### src/rtl/bar_level_gen.sv
// Per-frame bar length generator: peak-hold level meter or bounce test pattern.
// Outputs update only on the rising edge of vsync so a bar never tears mid-frame.
module bar_level_gen #(
   parameter int X_BITS = 13,
   parameter int Y_BITS = 13,
   parameter int Y_POS  = 100,
   parameter int STEP   = 4,
   parameter int DECAY  = 2
) (
   input  logic              clk,
   input  logic              rst_n,
   input  logic              vsync,
   input  logic [X_BITS-1:0] total_active_pix,
   input  logic              mode,
   input  logic [X_BITS-1:0] sample_data,
   input  logic              sample_valid,
   output logic              sample_ready,
   output logic [X_BITS-1:0] value,
   output logic [Y_BITS-1:0] y1,
   output logic              frame_tick
);

   localparam int W = X_BITS + 1;

   typedef enum logic [1:0] {
      S_IDLE,
      S_BOUNCE_UP,
      S_BOUNCE_DOWN,
      S_LEVEL
   } state_t;

   state_t            state_q, state_d, target_state;
   logic [X_BITS-1:0] value_q, value_d;
   logic [X_BITS-1:0] peak_q, peak_d;
   logic              vsync_q;
   logic              ready_q;
   logic              frame_tick_q;
   logic              tick;
   logic              accept;

   logic [W-1:0]      max_w;
   logic [W-1:0]      value_w;
   logic [W-1:0]      value_clamped_w;
   logic [W-1:0]      step_w;
   logic [W-1:0]      decay_w;
   logic [W-1:0]      peak_w;
   logic [W-1:0]      up_sum_w;
   logic [W-1:0]      decayed_w;
   logic [W-1:0]      level_w;
   logic [W-1:0]      level_clamped_w;
   logic [X_BITS-1:0] step_x;

   assign tick   = vsync && !vsync_q;
   assign accept = sample_valid && ready_q;

   // A zero width is treated as MAX = 0 rather than wrapping to all-ones.
   assign max_w = (total_active_pix == '0) ? '0 : ({1'b0, total_active_pix} - W'(1));

   assign value_w         = {1'b0, value_q};
   assign peak_w          = {1'b0, peak_q};
   assign step_w          = W'(STEP);
   assign decay_w         = W'(DECAY);
   assign step_x          = X_BITS'(STEP);
   assign value_clamped_w = (value_w > max_w) ? max_w : value_w;
   assign up_sum_w        = value_clamped_w + step_w;
   assign decayed_w       = (value_w >= decay_w) ? (value_w - decay_w) : '0;
   assign level_w         = (peak_w > decayed_w) ? peak_w : decayed_w;
   assign level_clamped_w = (level_w > max_w) ? max_w : level_w;

   always_comb begin
      target_state = state_q;
      if (mode) begin
         target_state = S_LEVEL;
      end else if (state_q == S_IDLE || state_q == S_LEVEL) begin
         target_state = S_BOUNCE_UP;
      end
   end

   always_comb begin
      state_d = state_q;
      value_d = value_q;
      peak_d  = peak_q;
      if (tick) begin
         // A sample taken on the tick edge seeds the next frame's peak only.
         peak_d  = accept ? sample_data : '0;
         state_d = target_state;
         case (target_state)
            S_BOUNCE_UP: begin
               if (up_sum_w >= max_w) begin
                  value_d = max_w[X_BITS-1:0];
                  state_d = S_BOUNCE_DOWN;
               end else begin
                  value_d = up_sum_w[X_BITS-1:0];
               end
            end
            S_BOUNCE_DOWN: begin
               if (value_clamped_w <= step_w) begin
                  value_d = '0;
                  state_d = S_BOUNCE_UP;
               end else begin
                  value_d = value_clamped_w[X_BITS-1:0] - step_x;
               end
            end
            S_LEVEL: begin
               value_d = level_clamped_w[X_BITS-1:0];
            end
            default: begin
               value_d = value_q;
            end
         endcase
      end else if (accept && (sample_data > peak_q)) begin
         peak_d = sample_data;
      end
   end

   always_ff @(posedge clk) begin
      if (!rst_n) begin
         state_q      <= S_IDLE;
         value_q      <= '0;
         peak_q       <= '0;
         vsync_q      <= 1'b0;
         ready_q      <= 1'b0;
         frame_tick_q <= 1'b0;
      end else begin
         state_q      <= state_d;
         value_q      <= value_d;
         peak_q       <= peak_d;
         vsync_q      <= vsync;
         // Ready follows the registered state, so it moves one cycle after a tick.
         ready_q      <= (state_q == S_LEVEL);
         frame_tick_q <= tick;
      end
   end

   assign sample_ready = ready_q;
   assign value        = value_q;
   assign frame_tick   = frame_tick_q;
   assign y1           = Y_BITS'(Y_POS);

endmodule

### config.mk
export PLATFORM = sky130hd
export DESIGN_NAME = bar_level_gen
export DESIGN_NICKNAME = d
export VERILOG_FILES = /design/src/rtl/bar_level_gen.sv
export SDC_FILE = /design/constraint.sdc
export NUM_CORES = 1
export LEC_CHECK = 0
export ABC_AREA = 1
export BUFFER_PORTS_ARGS = -buffer_cell sky130_fd_sc_hd__buf_4
export CORE_MARGIN = 4
export CORE_UTILIZATION = 59
export DETAILED_ROUTE_END_ITERATION = 10
export PLACE_DENSITY = 0.88
export REMOVE_ABC_BUFFERS = 1
export SLEW_MARGIN = 20
export SYNTH_ARGS = -nofsm -noshare
export SYNTH_HDL_FRONTEND = slang
export SYNTH_SLANG_ARGS = --single-unit
### constraint.sdc
create_clock -name clk -period 14.4 [get_ports clk]
set_clock_uncertainty 0.15 [all_clocks]
set_input_delay 2.16 -clock clk [delete_from_list [all_inputs] [get_ports clk]]
set_output_delay 2.16 -clock clk [all_outputs]
set_load 0.005 [all_outputs]
==> metrics.md, run 1 <==
| Metric | Value |
|---|---|
| Vias/cell | 5.93 |
| Crit path max-delay cell type | nor2_1 |
| Drt initial violations | 614 |
| Synth warn | 0 |
| Pin count of the biggest net entering global routing | 21 |
| H-tree Lvls | 2 |
| Routed WL | 16.7 mm |
| GRT Util Overall | 0.318 |
| Pwr dens | 108 nW/um2 |
| Initial Util | 0.604 |
| 1st-pass router iterations | 8 |
| Antenna-violating nets left | 0 |
| HPWL Detailed | 13.5 mm |
| CTS tree | done |
| DP Area | 5610 um2 |
| Pins Over Slew Limit | 0 |
| Worst Path Required | 14.48 ns |
| Ant. Diodes | 0 |
| Power Internal | 272 uW |
| Setup TNS | 0 ns |
| CTS Buf Count | 5 |
| Clock sink total | 31 |
| Root buffer selected by CTS | clkbuf_8 |
| Measured slew at the worst slew-check pin | 0.976 ns |
| Setup Crit Path Kind | input port to register |
| Period Utilization, post-route | 0.543 |
| Number of global-route vias before repair | 5376 |
| Final instance area | 5700 um2 |
| P&R area growth vs syn | 8.12% |
| Worst setup SP type | input port |
| Fin Hold WS | 0.274 ns |
| Syn Std Cell Area | 5270 um2 |
| Highest clock rate | 0.128 GHz |
| Clk Latency, worst-skew pair | 0.30 ns |
| Leading area contributor after synthesis | ha_1 |
| Sequential Power Share | 0.182 |
| Layout cells sized above 1 | 0.117 |
| Post-CTS Repair Setup Buffers | 0 |
| Post-DR wirelength/cell | 16.3 um |
| Final setup violation count | 0 |
| Critical path arrival | 7.89 ns |
| Max_slew headroom | 0.346 |
| Grt ovf | 0 |
| Yosys reg bits | 31 |
| First-pass GRT wire length | 26.3 mm |
| I/O pin total | 59 |
| Synth top area share | 0.180 |
| Crit-path max cell delay | 0.55 ns |
| Full die area | 10500 um2 |
| Fin. Hold Viols | 0 |
| Switching part of the total power | 0.560 |
| Post_cts resized | 0 |
| Avg Inst Size Synth | 6.02 um2 |
| Clk pwr share | 0.115 |
| CP top delay family | simple AND/OR/NAND/NOR gates |
| Cts hold-fix bufs | 0 |
| Net Sw Power | 345 uW |
| Max rail drop VDD | 0.0765 mV |
| Top cell by count, worst path | nand2_1 |
| GP Congestion | 1.06 |
| Via count | 6060 |
| Run status | finished clean |
| Top post-synthesis cells by area | ha_1, nand2_1, dfxtp_1, nand3_1, inv_1 |
| Drt drc | 0 |
| Register area share after synthesis | 0.118 |
| CTS Buffer Depth | 2 |
| Post-layout util | 0.653 |
| Initial antenna violation count | 0 |
| Unrepaired setup endpoints after global routing | no |
| # fillers | 839 |
| Die width | 103 um |
| Final min period | 7.82 ns |
| Worst setup EP type | register |
| Leakage power | 3.06 nW |
| MaxCap Viol Count | 0 |
| Critical Path Fanout Max | 20 |
| Library cells used by synthesis | 43 |
| Core ar. | 8720 um2 |
| DIE HEIGHT | 103 um |
| Row count | 34 |
| Post-Synthesis Cells | 876 |
| Final nets | 1020 |
| Number of port buffers | 45 |
| Worst min-delay path category | register to register |
| Combinational group share of total power | 0.703 |
| Clock slew at reported path FFs | 0.07 ns |
| CP Buf/Inv Count | 4 |
==> metrics by stage <==
step                      std cells  worst slack, ns  total power, mW
after global routing           1022             6.13            0.672
final                          1022             6.58            0.617
after floorplan                 859             7.63            0.414
after global placement         1014             6.61            0.527
after detailed placement       1014             6.52            0.533
after CTS                      1022             6.80            0.603
==> worst reg2reg max path: cells and delay by family (launching register included) <==
| family | cells | cell delay (ns) |
|---|---|---|
| AO/OA/AOI/OAI | 6 | 0.88 |
| adder cells (fa/ha/maj) | 2 | 0.60 |
| buffers and inverters | 7 | 0.72 |
| flip-flops | 1 | 0.43 |
| AND/OR/NAND/NOR | 19 | 2.89 |
==> logic make-up after synthesis <==
| group | after synthesis | synth area share |
|---|---|---|
| DFF | 31 | 0.118 |
| xor gates and xnor gates | 6 | 0.00997 |
| buffers and inverters | 148 | 0.121 |
| other | 2 | 0.00143 |
| AOI/OAI and AO/OA | 142 | 0.145 |
| adders and majority gates | 76 | 0.180 |
| and+or+nand+nor | 471 | 0.424 |
==> cells in the mapped netlist (all sizes together) <==
library cell / n
nand2: 220
inv: 119
nor2: 106
nand3: 99
ha: 76
a21oi: 67
o21ai: 55
dfxtp: 31
buf: 18
nor3: 14
nand4: 11
clkbuf: 10
and2: 6
o211ai: 6
xor2: 6
nand3b: 5
nor4: 4
a31oi: 3
and3: 3
o21a: 3
o21bai: 3
a211oi: 2
conb: 2
or2: 2
a211o: 1
clkinv: 1
nor3b: 1
o211a: 1
o221ai: 1
==> flip-flops by register name, summed over array words and instances (netlist names) <==
register and count:
vsync_q 1, state_q 2, value 13, sample_ready 1, frame_tick 1, peak_q 13
==> final cells by class <==
type	count	area, um2	share of cell area
clock buffer	6	72.6	0.0127
multi-input combinational	708	4050	0.711
timing repair buffer	47	353	0.0619
clock inverter	2	12.5	0.00220
inverter	120	450	0.0791
tap	108	135	0.0237
sequential	31	621	0.109
==> final timing paths <==
path	slack, ns	to	depth (start not counted)	startpoint
max	6.58	value[6]$_SDFFE_PN0P_	34	total_active_pix[0]
min	0.27	frame_tick$_SDFF_PN0_	1	vsync_q$_SDFF_PN0_
max reg2reg	8.67	value[11]$_SDFFE_PN0P_	34	value[5]$_SDFFE_PN0P_
min reg2reg	0.27	frame_tick$_SDFF_PN0_	1	vsync_q$_SDFF_PN0_
==> power by group through the flow <==
stage	registers [mW]	logic, mW	clock network [mW]
2_1_floorplan	0.106	0.308	0
3_3_place_gp	0.114	0.413	0
3_5_place_dp	0.113	0.419	0
4_1_cts	0.112	0.421	0.0705
5_1_grt	0.113	0.485	0.0738
6_report	0.113	0.434	0.0708
==> cells in the final DEF (no fill, tap or decap), types with 2 or more instances in the layout <==
cell type / instances
nand3b_1: 5
dfxtp_1: 31
buf_4: 47
inv_1: 115
ha_1: 76
inv_2: 4
nand2_2: 20
nand4_1: 11
a211oi_1: 2
nor2_4: 8
or2_2: 2
a21oi_1: 66
and3_1: 3
nand3_4: 2
o21a_1: 3
nor3_1: 13
conb_1: 13
nor4_1: 4
a31oi_1: 3
and2_1: 6
clkbuf_8: 5
o21bai_1: 3
nand2_1: 191
o21ai_0: 50
nor2_2: 4
xor2_1: 6
o21ai_1: 5
nand2_4: 9
nand3_1: 96
o211ai_1: 6
nor2_1: 93
==> per-layer routing <==
metal	wire length (um)	up-vias	global-route usage	share of wire
li1	-	2941	-	-
met1	6760	2670	0.424	0.41
met2	6960	368	0.488	0.42
met3	1940	81	0.0575	0.12
met4	995	0	0.164	0.060
met5	0	-	0	0
Power figures use the tool's default switching activity.
==> run 2: changes to the inputs <==
- clock period: 14.4 -> 7.3 ns (I/O delays scaled with it)
==> metrics.md, run 2 (synthesis gave the netlist of run 1 again) <==
| Metric | Value |
|---|---|
| Run status | finished clean |
| WP depth | 35 |
| Most common cell after layout, fill and taps aside | nand2_1 |
| Die width | 103 um |
| CTS tree | done |
| Clock slew at reported path FFs | 0.08 ns |
| Highest clock rate | 0.152 GHz |
| Worst setup SP type | input port |
| DIE HEIGHT | 103 um |
| GR met2 Demand/Resource | 0.519 |
| Pins Over Slew Limit | 0 |
| # fillers | 837 |
| Unrepaired setup endpoints after global routing | no |
| CTS Buf Count | 5 |
| Measured slew at the worst slew-check pin | 1.00 ns |
| Critical path arrival | 6.66 ns |
| Setup TNS | 0 ns |
| H-tree Lvls | 2 |
| Full die area | 10500 um2 |
| Initial antenna violation count | 0 |
| Layout cells sized above 1 | 0.121 |
| Worst setup EP type | register |
| Setup Crit Path Kind | input port to register |
| Global-route met1 utilization | 0.425 |
| Switching part of the total power | 0.539 |
| Final nets | 1023 |
| CP Buf/Inv Count | 6 |
| Commonest cells after routing, fill and taps aside | nand2_1, inv_1, nand3_1 |
| Root buffer selected by CTS | clkbuf_8 |
| Grt ovf | 0 |
| Vias/cell | 5.82 |
| Combinational group share of total power | 0.679 |
| Max rail drop VDD | 0.123 mV |
| Leakage power | 3.09 nW |
| Top cell by count, worst path | nand2_1 |
| Crit-path max cell delay | 0.39 ns |
| Antenna-violating nets left | 0 |
| Post-DR wirelength/cell | 16.5 um |
| Net Sw Power | 682 uW |
| Final min period | 6.57 ns |
| Max_slew headroom | 0.329 |
| Pin count of the biggest net entering global routing | 21 |
| CP top delay family | simple AND/OR/NAND/NOR gates |
| Clock sink total | 31 |
| Worst Path Required | 7.38 ns |
| HPWL Detailed | 13.7 mm |
| Row count | 34 |
| Reg2reg path depth | 30 |
| Fin. Hold Viols | 0 |
| Drt drc | 0 |
| Worst min-delay path category | register to register |
| Final setup violation count | 0 |
| Drt initial violations | 516 |
| MaxCap Viol Count | 0 |
| Cts hold-fix bufs | 0 |
| Ant. Diodes | 0 |
| Sequential Power Share | 0.175 |
| Clk Latency, worst-skew pair | 0.29 ns |
| Post-CTS Repair Setup Buffers | 0 |
| Via count | 5963 |
| Critical Path Fanout Max | 20 |
| Crit path max-delay cell type | nor2_1 |
| CTS Buffer Depth | 2 |
| DP Area | 5640 um2 |
| Pwr dens | 220 nW/um2 |
| Final instance area | 5750 um2 |
| Initial Util | 0.604 |
| GP Congestion | 1.06 |
| Post_cts resized | 0 |
| GR Util met3 | 0.0494 |
| Number of global-route vias before repair | 5332 |
| GR peak layer | met2 |
| First-pass GRT wire length | 26.4 mm |
| Power Internal | 582 uW |
| 1st-pass router iterations | 6 |
| Setup WS pre-CTS | 0.573 ns |
| P&R area growth vs syn | 9.16% |
| Number of port buffers | 45 |
| Final WS setup | 0.727 ns |
| Routed WL | 16.9 mm |
| Period Utilization, post-route | 0.900 |
| Core ar. | 8720 um2 |
| Clk pwr share | 0.146 |
| I/O pin total | 59 |
| Worst hold stages | 1 |
| GRT Util Overall | 0.322 |
## run 2: changes by cell type in the layout (fill, tap and decap cells not counted), sizes merged
cell	previous run	this run
buf	47	50
bufinv	0	1
clkinvlp	1	0
## run 2: worst paths after layout
path                              start  slack [ns]                    end
setup / recovery    total_active_pix[0]        0.73  value[3]$_SDFFE_PN0P_
hold / removal       vsync_q$_SDFF_PN0_        0.27  frame_tick$_SDFF_PN0_
setup reg to reg  value[6]$_SDFFE_PN0P_        1.58  value[9]$_SDFFE_PN0P_
hold reg to reg      vsync_q$_SDFF_PN0_        0.27  frame_tick$_SDFF_PN0_
## run 2: final cells by class
class	instances	area, um2	area share
multi-input cells	708	4050	0.705
flip-flops and latches	31	621	0.108
inverters	120	450	0.0783
repair buffers	50	375	0.0652
well taps	108	135	0.0235
clock buffers	6	82.6	0.0144
clock inverters	2	35.0	0.00609
## run 2: stage by stage
step / instances / total power [mW] / util / hold WS [ns]
after detailed placement: 1017 / 1.05 / 0.646 / 0.264
after CTS: 1025 / 1.24 / 0.660 / 0.274
after global routing: 1025 / 1.38 / 0.660 / 0.289
final: 1025 / 1.26 / 0.660 / 0.270
after global placement: 1017 / 1.05 / 0.646 / 0.260
after floorplan: 859 / 0.817 / - / 0.242
## run 2: metal layers
| layer | wire length, um | vias up | share of wire |
|---|---|---|---|
| li1 | - | 2954 | - |
| met2 | 7220 | 312 | 0.43 |
| met4 | 866 | 0 | 0.051 |
| met1 | 7090 | 2633 | 0.42 |
| met3 | 1720 | 64 | 0.10 |
| met5 | 0 | - | 0 |
## run 2: power by group through the flow
stage	Sequential (mW)	Combinational, mW	Clock (mW)
detailed placement	0.223	0.831	0
floorplan	0.208	0.608	0
global placement	0.223	0.823	0
global route	0.222	0.966	0.191
finish	0.221	0.858	0.184
CTS	0.219	0.837	0.183
==> run 3: changes to the inputs <==
- CORE_MARGIN: 4 -> not set
==> metrics.md, run 3 (synthesis gave the netlist of run 1 again) <==
| Metric | Value |
|---|---|
| Worst Path Required | 7.39 ns |
| Leakage power | 3.08 nW |
| Pwr dens | 214 nW/um2 |
| First-pass GRT wire length | 25.9 mm |
| Final nets | 1023 |
| Period Utilization, post-route | 0.892 |
| Routed WL | 16.4 mm |
| Run status | finished clean |
| Critical path arrival | 6.60 ns |
| MaxCap Viol Count | 0 |
| Final min period | 6.51 ns |
| Clock sink total | 31 |
| Number of global-route vias before repair | 5217 |
| Number of port buffers | 45 |
| Full die area | 9310 um2 |
| Fin Hold WS | 0.265 ns |
| Max_slew headroom | 0.339 |
| Highest clock rate | 0.154 GHz |
| Fin. Hold Viols | 0 |
| Initial antenna violation count | 0 |
| Grt ovf | 0 |
| Ant. Diodes | 0 |
| Measured slew at the worst slew-check pin | 0.987 ns |
| FF/Latch Area | 621 um2 |
| Setup TNS | 0 ns |
| Max rail drop VDD | 0.128 mV |
| Worst setup SP type | input port |
| Worst setup EP type | register |
| HPWL Detailed | 13.2 mm |
| CTS Buf Count | 5 |
| Die width | 96.5 um |
| Clk Latency, worst-skew pair | 0.30 ns |
| Worst min-delay path category | register to register |
| Crit-path max cell delay | 0.42 ns |
| CTS Buffer Depth | 2 |
| Clock slew at reported path FFs | 0.08 ns |
| GRT Util Overall | 0.371 |
| Top cell by count, worst path | nand2_1 |
| DIE HEIGHT | 96.5 um |
| Pins Over Slew Limit | 0 |
| Drt initial violations | 543 |
| Setup Crit Path Kind | input port to register |
| Most common cell after layout, fill and taps aside | nand2_1 |
| Critical Path Fanout Max | 20 |
| DP Cell Count | 1017 |
| Row count | 34 |
| Initial Util | 0.607 |
| Fin cells | 1025 |
| R2r setup slk | 1.72 ns |
| P&R area growth vs syn | 8.48% |
| I/O pin total | 59 |
| Post-CTS Repair Setup Buffers | 0 |
| # fillers | 855 |
| Vias/cell | 5.74 |
| Area of the multi-input gates | 4050 um2 |
| Pin count of the biggest net entering global routing | 21 |
| Post_cts resized | 0 |
| Final setup violation count | 0 |
| H-tree Lvls | 2 |
| Root buffer selected by CTS | clkbuf_8 |
| Core ar. | 8680 um2 |
| CTS tree | done |
| Antenna-violating nets left | 0 |
| Drt drc | 0 |
| Cts hold-fix bufs | 0 |
| Unrepaired setup endpoints after global routing | no |
| 1st-pass router iterations | 8 |
| Crit path max-delay cell type | nor2_1 |
| Post-DR wirelength/cell | 16.0 um |
| Commonest cells after routing, fill and taps aside | nand2_1, inv_1, nand3_1 |
| Via count | 5886 |
| GP Congestion | 1.02 |
| Layout cells sized above 1 | 0.119 |
-- run 3: path summary, 6_finish.rpt --
path / from / endpoint / depth (start not counted)
worst max-delay path: total_active_pix[0] / value[6]$_SDFFE_PN0P_ / 36
worst min-delay path: vsync_q$_SDFF_PN0_ / frame_tick$_SDFF_PN0_ / 1
worst max register to register: value[3]$_SDFFE_PN0P_ / value[12]$_SDFFE_PN0P_ / 34
worst min register to register: vsync_q$_SDFF_PN0_ / frame_tick$_SDFF_PN0_ / 1
-- run 3: area by class of cell --
type,instances,share of cell area
clock buffer,7,0.0134
tap,108,0.0236
sequential,31,0.109
multi-input combinational,708,0.709
clock inverter,1,0.000875
timing repair buffer,50,0.0657
inverter,120,0.0788
-- run 3: metal layers --
| metal | global-route usage | part of all wire | vias to the layer above |
|---|---|---|---|
| met3 | 0.0876 | 0.10 | 66 |
| met4 | 0.191 | 0.050 | 0 |
| met2 | 0.572 | 0.43 | 324 |
| met1 | 0.478 | 0.42 | 2551 |
| met5 | 0 | 0 | - |
| li1 | - | - | 2945 |
-- run 3: where the power goes --
part	internal (mW)	switching [mW]
clock network	0.0671	0.0766
logic	0.286	0.572
registers	0.185	0.0349
total	0.539	0.683
-- run 3: critical path: cells and delay by family --
family | cells | cell delay (ns)
buffers and inverters | 5 | 0.71
AO/OA/AOI/OAI | 4 | 0.53
AND/OR/NAND/NOR | 23 | 3.20
adder cells (fa/ha/maj) | 4 | 1.03
-- run 3: metrics by stage --
stage | utilization | setup slack [ns] | power (mW) | cell area, um2
6_report | 0.659 | 0.788 | 1.22 | 5720
5_1_grt | 0.659 | 0.295 | 1.34 | 5720
4_1_cts | 0.659 | 0.916 | 1.19 | 5720
3_5_place_dp | 0.649 | 0.636 | 1.05 | 5640
3_3_place_gp | 0.649 | 0.696 | 1.04 | 5640
2_1_floorplan | - | 1.60 | 0.817 | 5120
